<file path="src/rtl/invader_formation_if.sv">
// Pixel-stream, kill-request and formation-status bundle between the
// timing/collision stages (master) and invader_formation (slave).
interface invader_formation_if #(
  parameter int CORDW = 16,
  parameter int ROWS  = 5,
  parameter int COLS  = 11
);
  localparam int RW = $clog2(ROWS);
  localparam int CW = $clog2(COLS);
  localparam int NW = $clog2(ROWS*COLS+1);

  logic                    frame;
  logic                    de;
  logic signed [CORDW-1:0] sx;
  logic signed [CORDW-1:0] sy;
  logic                    kill_valid;
  logic [RW-1:0]           kill_row;
  logic [CW-1:0]           kill_col;
  logic                    paint;
  logic [RW-1:0]           hit_row;
  logic [CW-1:0]           hit_col;
  logic signed [CORDW-1:0] grid_x;
  logic signed [CORDW-1:0] grid_y;
  logic [NW-1:0]           alive_cnt;
  logic                    landed;
  logic                    cleared;

  modport master (
    output frame, de, sx, sy, kill_valid, kill_row, kill_col,
    input  paint, hit_row, hit_col, grid_x, grid_y, alive_cnt, landed, cleared
  );

  modport slave (
    input  frame, de, sx, sy, kill_valid, kill_row, kill_col,
    output paint, hit_row, hit_col, grid_x, grid_y, alive_cnt, landed, cleared
  );
endinterface

</file>
<file path="src/rtl/invader_formation.sv">
// Invader formation state (alive mask, origin, march direction, animation)
// with the classic march FSM and a registered per-pixel "invader here" flag.
module invader_formation #(
  parameter int CORDW    = 16,
  parameter int ROWS     = 5,
  parameter int COLS     = 11,
  parameter int SPR_W    = 16,
  parameter int SPR_H    = 8,
  parameter int GAP_X    = 8,
  parameter int GAP_Y    = 8,
  parameter int START_X  = 64,
  parameter int START_Y  = 48,
  parameter int STEP_X   = 4,
  parameter int STEP_Y   = 8,
  parameter int MOVE_DIV = 30,
  parameter int X_MAX    = 640,
  parameter int Y_LIMIT  = 440,
  parameter logic [SPR_W*SPR_H-1:0] SPR0 = '1,
  parameter logic [SPR_W*SPR_H-1:0] SPR1 = '1
) (
  input logic          clk_pix,
  input logic          rst_pix,
  invader_formation_if.slave bus
);
  localparam int PX    = SPR_W + GAP_X;
  localparam int PY    = SPR_H + GAP_Y;
  localparam int CELLS = ROWS * COLS;
  localparam int RW    = $clog2(ROWS);
  localparam int CW    = $clog2(COLS);
  localparam int NW    = $clog2(CELLS + 1);
  localparam int AW    = $clog2(CELLS);
  localparam int SW    = $clog2(SPR_W * SPR_H);
  localparam int DW    = (MOVE_DIV > 1) ? $clog2(MOVE_DIV) : 1;

  localparam logic signed [CORDW-1:0] START_XS = CORDW'(START_X);
  localparam logic signed [CORDW-1:0] START_YS = CORDW'(START_Y);
  localparam logic signed [CORDW-1:0] STEP_XS  = CORDW'(STEP_X);
  localparam logic signed [CORDW-1:0] STEP_YS  = CORDW'(STEP_Y);
  localparam logic signed [CORDW-1:0] X_MAX_S  = CORDW'(X_MAX);
  localparam logic signed [CORDW-1:0] Y_LIM_S  = CORDW'(Y_LIMIT);
  localparam logic signed [CORDW-1:0] SPR_WS   = CORDW'(SPR_W);
  localparam logic signed [CORDW-1:0] SPR_HS   = CORDW'(SPR_H);
  localparam logic signed [CORDW-1:0] BOT_OFF  = CORDW'((ROWS-1)*PY + SPR_H);
  localparam logic [DW-1:0]           DIV_LAST = DW'(MOVE_DIV - 1);
  localparam logic [NW-1:0]           CNT_FULL = NW'(CELLS);

  typedef enum logic [1:0] {MOVE_R, MOVE_L, LANDED, CLEARED} state_t;

  state_t                  state, state_n;
  logic signed [CORDW-1:0] grid_x, grid_y, grid_x_n, grid_y_n;
  logic                    anim, anim_n;
  logic [DW-1:0]           div_q;
  logic                    tick;
  logic [CELLS-1:0]        alive;
  logic [NW-1:0]           alive_cnt;
  logic                    kill_ok;
  logic [AW-1:0]           kill_idx;
  logic [COLS-1:0]         col_any;
  logic [CW-1:0]           lcol, rcol;
  logic                    seen;
  logic signed [CORDW-1:0] edge_l, edge_r, left_pos, gy_step;
  logic                    right_over, left_under, land_hit;
  logic                    paint_q, landed_o, cleared_o;
  logic [RW-1:0]           hit_row_q, pr;
  logic [CW-1:0]           hit_col_q, pc;

  assign tick = bus.frame && (div_q == DIV_LAST);

  always_ff @(posedge clk_pix or posedge rst_pix) begin
    if (rst_pix)        div_q <= '0;
    else if (bus.frame) div_q <= (div_q == DIV_LAST) ? '0 : div_q + 1'b1;
  end

  // Marching edges come from the occupied column span of the current mask.
  always_comb begin
    col_any = '0;
    for (int unsigned c = 0; c < COLS; c++)
      for (int unsigned r = 0; r < ROWS; r++)
        col_any[c] = col_any[c] | alive[r*COLS + c];
    lcol = '0;
    rcol = '0;
    seen = 1'b0;
    for (int unsigned c = 0; c < COLS; c++) begin
      if (col_any[c]) begin
        rcol = CW'(c);
        if (!seen) lcol = CW'(c);
        seen = 1'b1;
      end
    end
    edge_l     = grid_x + CORDW'(32'(lcol) * PX);
    edge_r     = grid_x + CORDW'(32'(rcol) * PX) + SPR_WS;
    left_pos   = edge_l - STEP_XS;
    left_under = left_pos[CORDW-1];
    right_over = (edge_r + STEP_XS) > X_MAX_S;
    gy_step    = grid_y + STEP_YS;
    land_hit   = (gy_step + BOT_OFF) >= Y_LIM_S;
  end

  always_ff @(posedge clk_pix or posedge rst_pix) begin
    if (rst_pix) state <= MOVE_R;
    else         state <= state_n;
  end

  always_comb begin
    state_n  = state;
    grid_x_n = grid_x;
    grid_y_n = grid_y;
    anim_n   = anim;
    case (state)
      MOVE_R, MOVE_L: begin
        if (alive_cnt == '0) begin
          state_n = CLEARED;
        end else if (tick) begin
          anim_n = ~anim;
          if ((state == MOVE_R) ? right_over : left_under) begin
            grid_y_n = gy_step;
            state_n  = land_hit ? LANDED : ((state == MOVE_R) ? MOVE_L : MOVE_R);
          end else begin
            grid_x_n = (state == MOVE_R) ? grid_x + STEP_XS : grid_x - STEP_XS;
          end
        end
      end
      default: ;
    endcase
  end

  always_comb begin
    landed_o  = (state == LANDED);
    cleared_o = (state == CLEARED);
  end

  always_ff @(posedge clk_pix or posedge rst_pix) begin
    if (rst_pix) begin
      grid_x <= START_XS;
      grid_y <= START_YS;
      anim   <= 1'b0;
    end else begin
      grid_x <= grid_x_n;
      grid_y <= grid_y_n;
      anim   <= anim_n;
    end
  end

  always_comb begin
    kill_idx = AW'(32'(bus.kill_row) * COLS + 32'(bus.kill_col));
    kill_ok  = bus.kill_valid && (32'(bus.kill_row) < ROWS) &&
               (32'(bus.kill_col) < COLS) && alive[kill_idx];
  end

  always_ff @(posedge clk_pix or posedge rst_pix) begin
    if (rst_pix) begin
      alive     <= '1;
      alive_cnt <= CNT_FULL;
    end else if (kill_ok) begin
      alive[kill_idx] <= 1'b0;
      alive_cnt       <= alive_cnt - 1'b1;
    end
  end

  logic signed [CORDW-1:0]   dx, dy, cx, cy, rx, ry;
  logic                      col_hit, row_hit, pix_on;
  logic [SPR_W*SPR_H-1:0]    spr_bits;
  logic [AW-1:0]             cell_idx;
  logic [SW-1:0]             spr_idx;

  // Cell lookup by parallel window compares against each column/row pitch.
  always_comb begin
    dx      = bus.sx - grid_x;
    dy      = bus.sy - grid_y;
    col_hit = 1'b0;
    row_hit = 1'b0;
    pc      = '0;
    pr      = '0;
    rx      = '0;
    ry      = '0;
    cx      = '0;
    cy      = '0;
    for (int unsigned c = 0; c < COLS; c++) begin
      cx = CORDW'(c * PX);
      if (dx >= cx && dx < cx + SPR_WS) begin
        col_hit = 1'b1;
        pc      = CW'(c);
        rx      = dx - cx;
      end
    end
    for (int unsigned r = 0; r < ROWS; r++) begin
      cy = CORDW'(r * PY);
      if (dy >= cy && dy < cy + SPR_HS) begin
        row_hit = 1'b1;
        pr      = RW'(r);
        ry      = dy - cy;
      end
    end
    spr_bits = anim ? SPR1 : SPR0;
    cell_idx = AW'(32'(pr) * COLS + 32'(pc));
    spr_idx  = SW'(32'(ry) * SPR_W + 32'(rx));
    pix_on   = bus.de && col_hit && row_hit && alive[cell_idx] &&
               spr_bits[spr_idx] && (state != CLEARED);
  end

  always_ff @(posedge clk_pix or posedge rst_pix) begin
    if (rst_pix) begin
      paint_q   <= 1'b0;
      hit_row_q <= '0;
      hit_col_q <= '0;
    end else begin
      paint_q <= pix_on;
      if (pix_on) begin
        hit_row_q <= pr;
        hit_col_q <= pc;
      end
    end
  end

  assign bus.paint     = paint_q;
  assign bus.hit_row   = hit_row_q;
  assign bus.hit_col   = hit_col_q;
  assign bus.grid_x    = grid_x;
  assign bus.grid_y    = grid_y;
  assign bus.alive_cnt = alive_cnt;
  assign bus.landed    = landed_o;
  assign bus.cleared   = cleared_o;
endmodule
</file>
<file path="src/flat_wrapper.sv">
// flat-port wrapper written by rule: the top's interface ports become plain ports
module invader_formation_flat 
#(
  parameter int CORDW    = 16,
  parameter int ROWS     = 5,
  parameter int COLS     = 11,
  parameter int SPR_W    = 16,
  parameter int SPR_H    = 8,
  parameter int GAP_X    = 8,
  parameter int GAP_Y    = 8,
  parameter int START_X  = 64,
  parameter int START_Y  = 48,
  parameter int STEP_X   = 4,
  parameter int STEP_Y   = 8,
  parameter int MOVE_DIV = 30,
  parameter int X_MAX    = 640,
  parameter int Y_LIMIT  = 440,
  parameter logic [SPR_W*SPR_H-1:0] SPR0 = '1,
  parameter logic [SPR_W*SPR_H-1:0] SPR1 = '1
)
  (clk_pix, rst_pix, bus_frame, bus_de, bus_sx, bus_sy, bus_kill_valid, bus_kill_row, bus_kill_col, bus_paint, bus_hit_row, bus_hit_col, bus_grid_x, bus_grid_y, bus_alive_cnt, bus_landed, bus_cleared);
  invader_formation_if #(.CORDW(CORDW), .ROWS(ROWS), .COLS(COLS)) bus_i ();
  input logic clk_pix;
  input logic rst_pix;
  input wire logic [$bits(bus_i.frame)-1:0] bus_frame;
  input wire logic [$bits(bus_i.de)-1:0] bus_de;
  input wire logic [$bits(bus_i.sx)-1:0] bus_sx;
  input wire logic [$bits(bus_i.sy)-1:0] bus_sy;
  input wire logic [$bits(bus_i.kill_valid)-1:0] bus_kill_valid;
  input wire logic [$bits(bus_i.kill_row)-1:0] bus_kill_row;
  input wire logic [$bits(bus_i.kill_col)-1:0] bus_kill_col;
  output wire logic [$bits(bus_i.paint)-1:0] bus_paint;
  output wire logic [$bits(bus_i.hit_row)-1:0] bus_hit_row;
  output wire logic [$bits(bus_i.hit_col)-1:0] bus_hit_col;
  output wire logic [$bits(bus_i.grid_x)-1:0] bus_grid_x;
  output wire logic [$bits(bus_i.grid_y)-1:0] bus_grid_y;
  output wire logic [$bits(bus_i.alive_cnt)-1:0] bus_alive_cnt;
  output wire logic [$bits(bus_i.landed)-1:0] bus_landed;
  output wire logic [$bits(bus_i.cleared)-1:0] bus_cleared;
  assign bus_i.frame = bus_frame;
  assign bus_i.de = bus_de;
  assign bus_i.sx = bus_sx;
  assign bus_i.sy = bus_sy;
  assign bus_i.kill_valid = bus_kill_valid;
  assign bus_i.kill_row = bus_kill_row;
  assign bus_i.kill_col = bus_kill_col;
  assign bus_paint = bus_i.paint;
  assign bus_hit_row = bus_i.hit_row;
  assign bus_hit_col = bus_i.hit_col;
  assign bus_grid_x = bus_i.grid_x;
  assign bus_grid_y = bus_i.grid_y;
  assign bus_alive_cnt = bus_i.alive_cnt;
  assign bus_landed = bus_i.landed;
  assign bus_cleared = bus_i.cleared;
  invader_formation #(.CORDW(CORDW), .ROWS(ROWS), .COLS(COLS), .SPR_W(SPR_W), .SPR_H(SPR_H), .GAP_X(GAP_X), .GAP_Y(GAP_Y), .START_X(START_X), .START_Y(START_Y), .STEP_X(STEP_X), .STEP_Y(STEP_Y), .MOVE_DIV(MOVE_DIV), .X_MAX(X_MAX), .Y_LIMIT(Y_LIMIT), .SPR0(SPR0), .SPR1(SPR1)) u_core (.clk_pix(clk_pix), .rst_pix(rst_pix), .bus(bus_i));
endmodule
</file>
<file path="config.mk">
export PLATFORM = sky130hd
export DESIGN_NAME = invader_formation_flat
export DESIGN_NICKNAME = d
export VERILOG_FILES = /design/src/rtl/invader_formation_if.sv /design/src/rtl/invader_formation.sv /design/src/flat_wrapper.sv
export SDC_FILE = /design/constraint.sdc
export NUM_CORES = 1
export LEC_CHECK = 0
export CAP_MARGIN = 15
export CORE_MARGIN = 2
export CORE_UTILIZATION = 64
export CTS_CLUSTER_SIZE = 16
export DETAILED_ROUTE_END_ITERATION = 12
export GPL_TIMING_DRIVEN = 1
export HOLD_SLACK_MARGIN = 0.15
export MAX_ROUTING_LAYER = met4
export PLACE_DENSITY = 0.88
export SYNTH_ARGS = -nofsm -noshare
export SYNTH_HDL_FRONTEND = slang
export SYNTH_SLANG_ARGS = --single-unit
</file>
<file path="constraint.sdc">
create_clock -name clk_pix -period 12.8 [get_ports clk_pix]
set_clock_uncertainty 0.1 [all_clocks]
set_input_delay 2.56 -clock clk_pix [delete_from_list [all_inputs] [get_ports clk_pix]]
set_output_delay 2.56 -clock clk_pix [all_outputs]
set_load 0.005 [all_outputs]
</file>
==> results.md <==
- Status: finished, final reports clean
- Mean Syn Cell Area: 9.167 µm²
- Pin count of the biggest net entering global routing: 63
- Post-synth top area share: 0.1669
- Crit Path Class: in -> reg
- Top_reg_cell synth: dfstp_2
- Initial Util: 0.6549
- Sequential-to-total area share from yosys stat: 0.2678
- Fin util: 0.7347
- Setup TNS: 0 ns
- Vias per Instance: 6.577
- Final Hold Viols: 0
- Max_cap viols: 0
- Cell taking the most area after synthesis: dfstp_2
- Gr ovfl total: 0
- Final cell count without fillers: 1,338
- CTS resizes: 0
- Yosys cell types: 89
- Relative slew slack: 0.1762
- Most common cell after layout, fill and taps aside: ha_1
- Mapped cell area: 9918 µm²
- Antenna Cells: 0
- DIE WIDTH: approximately 130 µm
- CTS clock-pin slew for the worst setup and hold paths: approximately 0.06 ns
- Crit path largest cell delay: 0.59 ns
- Post-CTS setup buffer count: 0
- CTS sink cnt: 103
- Top cells by area, synth: dfstp_2, ha_1, dfrtp_1
- Clk_lat worst skew: approximately 0.36 ns
- Final Critical Period: 8.756 ns
- Num CTS Buffers: 9
- H-tree depth: 3
- Vias: 8,800
- Critical path's slowest cell: or4b_4
- Hold buffer count at cts: 0
- # IOs: 92
- Max Clk Rate: between 100 and 150 MHz
- Layout cells sized above 1: 0.1322
- Clock root buffer: clkbuf_16
- Crit Path Max Fanout: 8
- Number of I/O port buffers: 81
- CORE AREA: 15,150 µm²
- Power Density: 95.77 nW/µm²
- CP required: 12.94 ns
- Global Route Usage Sum: 0.3128
- Detail Placement HPWL: 18,700 µm
- Vias in the first global route: 8,286
- CP arrival: 8.89 ns
- Wirelength per Cell: 18.44 µm
- Startpoint Class: input port
- Pleak: 4.694 nW
- Design area: 11,130 µm²
- Synth warn: 0
- Die Y: around 130 µm
- Placed instance count: 1,322
- Met1 Use GR: 0.4192
- First drt pass iteration count: 6
- Gpl congestion: 0.9660
- Cells after synthesis: 1,082
- Total Routed Length: 24,670 µm
- Fin crit share: 0.6840
- Post-synth EDFFs: 0
- Area post-placement: 10,850 µm²
- Worst path bufs/invs: 3
- CTS tree: yes
- First-pass GRT wire length: 40,590 µm
- DRT iter0 DRCs: 994
- Cell row count: 45
- RSZ-0062 raised after global routing: no
- Final nets: ~1.3k
- Worst Tran Pin Value: roughly 1.2 ns
- Routing usage on met2: 0.4981
- CTS max path bufs: 2
- Initial antenna violation count: 0
- HP Class: reg -> reg
- Most Crowded Layer GR: met2
- Critical-path cell list: clkdlybuf4s50_1 -> inv_1 -> ha_1 -> inv_1 -> fa_1 -> a211oi_1 -> o21ai_1 -> a21oi_1 -> xnor2_1 -> or4_1 -> or4b_4 -> a31oi_1 -> ha_1 -> fa_1 -> xor2_1 -> mux2i_1 -> mux4_2 -> nand2_1 -> a21oi_1 -> nor3_4 -> mux2_4
- Die area: between 15,000 and 20,000 µm²
- Max-slew violation count: 0
- Most frequent cells in the layout: ha_1, inv_1, clkdlybuf4s50_1
- Layout area overhead: 12.19%
- DRC: 0
- Fraction of registers with async set/reset: 1.000
- Crit path capture type: register
- Grt met3 use: 0.04075
- Worst VDD drop: between 60 and 70 µV
- Number of synthesized register bits: ~100
- Final ANT Viol Nets: 0
- # fillers: 1,102
- Count of final setup violators: 0
- Largest delay share family, worst path: simple AND/OR/NAND/NOR gates
==> power by group <==
part	leakage [nW]	switching (mW)	total (mW)	internal, mW
combinational	3.38	0.233	0.412	0.180
sequential	1.19	0.0303	0.393	0.362
clock	0.133	0.127	0.260	0.133
total	4.69	0.390	1.07	0.675
==> routing by layer <==
layer,wire [µm],vias to the layer above
met5,0,-
met4,652,0
met3,1644,70
met2,11660,383
met1,10720,4216
li1,-,4131
==> registers in the layout (all words and copies together) (netlist names) <==
name,flops
u_core.alive,55
u_core.bus.alive_cnt,6
u_core.div_q,5
u_core.bus.hit_col,4
u_core.state,2
u_core.bus.grid_x,14
u_core.bus.grid_y,13
u_core.bus.hit_row,3
u_core.bus.paint,1
==> cell usage after synthesis, types with 11 or more instances <==
cell type / n
a211oi_1: 14
a21boi_0: 52
a21o_1: 22
a21oi_1: 46
a31oi_1: 11
clkbuf_1: 32
dfrtp_1: 40
dfstp_2: 63
ha_1: 105
inv_1: 91
mux2i_1: 18
mux4_2: 23
nand2_1: 66
nand2b_1: 12
nand3_1: 27
nor2_1: 64
nor2b_1: 11
nor3_1: 45
nor4_1: 19
o21ai_0: 44
or4_1: 13
xnor2_1: 50
xor2_1: 27
==> stage by stage <==
step	hold slack, ns	total power [mW]	worst slack, ns
floorplan	0.3291	0.6875	4.713
global placement	0.3517	0.7813	3.816
detailed placement	0.3549	0.8017	3.670
CTS	0.3648	1.062	4.039
global route	0.3854	1.137	3.624
finish	0.3691	1.066	4.044
==> worst reg2reg max path, cell delays in order, from the launching register on <==
cell	delay, ns
dfrtp_1	0.58
ha_1	0.31
inv_1	0.08
fa_1	0.46
a211oi_1	0.29
o21ai_1	0.12
a21oi_1	0.19
xnor2_1	0.08
or4_1	0.47
or4b_4	0.59
a31oi_1	0.29
ha_1	0.32
fa_1	0.47
xor2_1	0.58
mux2i_1	0.20
mux4_2	0.50
nand2_1	0.09
a21oi_1	0.10
nor3_4	0.48
mux2_4	0.35
==> final timing paths <==
check / slack [ns] / cells past startpoint / endpoint / start
min in group asynchronous: 2.49 / 2 / u_core.bus.grid_y[14] / rst_pix
hold / removal: 0.37 / 2 / u_core.alive[9] / u_core.alive[9]
max in group asynchronous: 8.94 / 3 / u_core.bus.grid_x[5] / rst_pix
setup / recovery: 4.04 / 21 / u_core.bus.hit_col[0] / bus_sx[2]
hold reg to reg: 0.37 / 2 / u_core.alive[9] / u_core.alive[9]
setup reg to reg: 6.04 / 19 / u_core.bus.hit_col[0] / u_core.bus.grid_x[2]
==> layout make-up <==
cell class	instances	area, µm²	share of cell area
multi-input cells	852	6755	0.6071
flip-flops and latches	103	2656	0.2387
repair buffers	88	863.3	0.07759
inverters	91	344.1	0.03092
well taps	188	235.2	0.02114
clock buffers	10	229.0	0.02058
clock inverters	6	43.79	0.003936
==> kinds of logic after synthesis <==
kind of cell               count (synthesis)  share of synthesized area
AOI/OAI and AO/OA                        282                     0.2008
DFF                                      103                     0.2678
and+or+nand+nor                          321                     0.1722
other                                      1                  0.0003781
buffers and inverters                    131                    0.05260
adders and majority gates                115                     0.1526
muxes                                     52                    0.08553
xor gates and xnor gates                  77                    0.06800
Note: power is estimated with default switching activity, not from simulation.
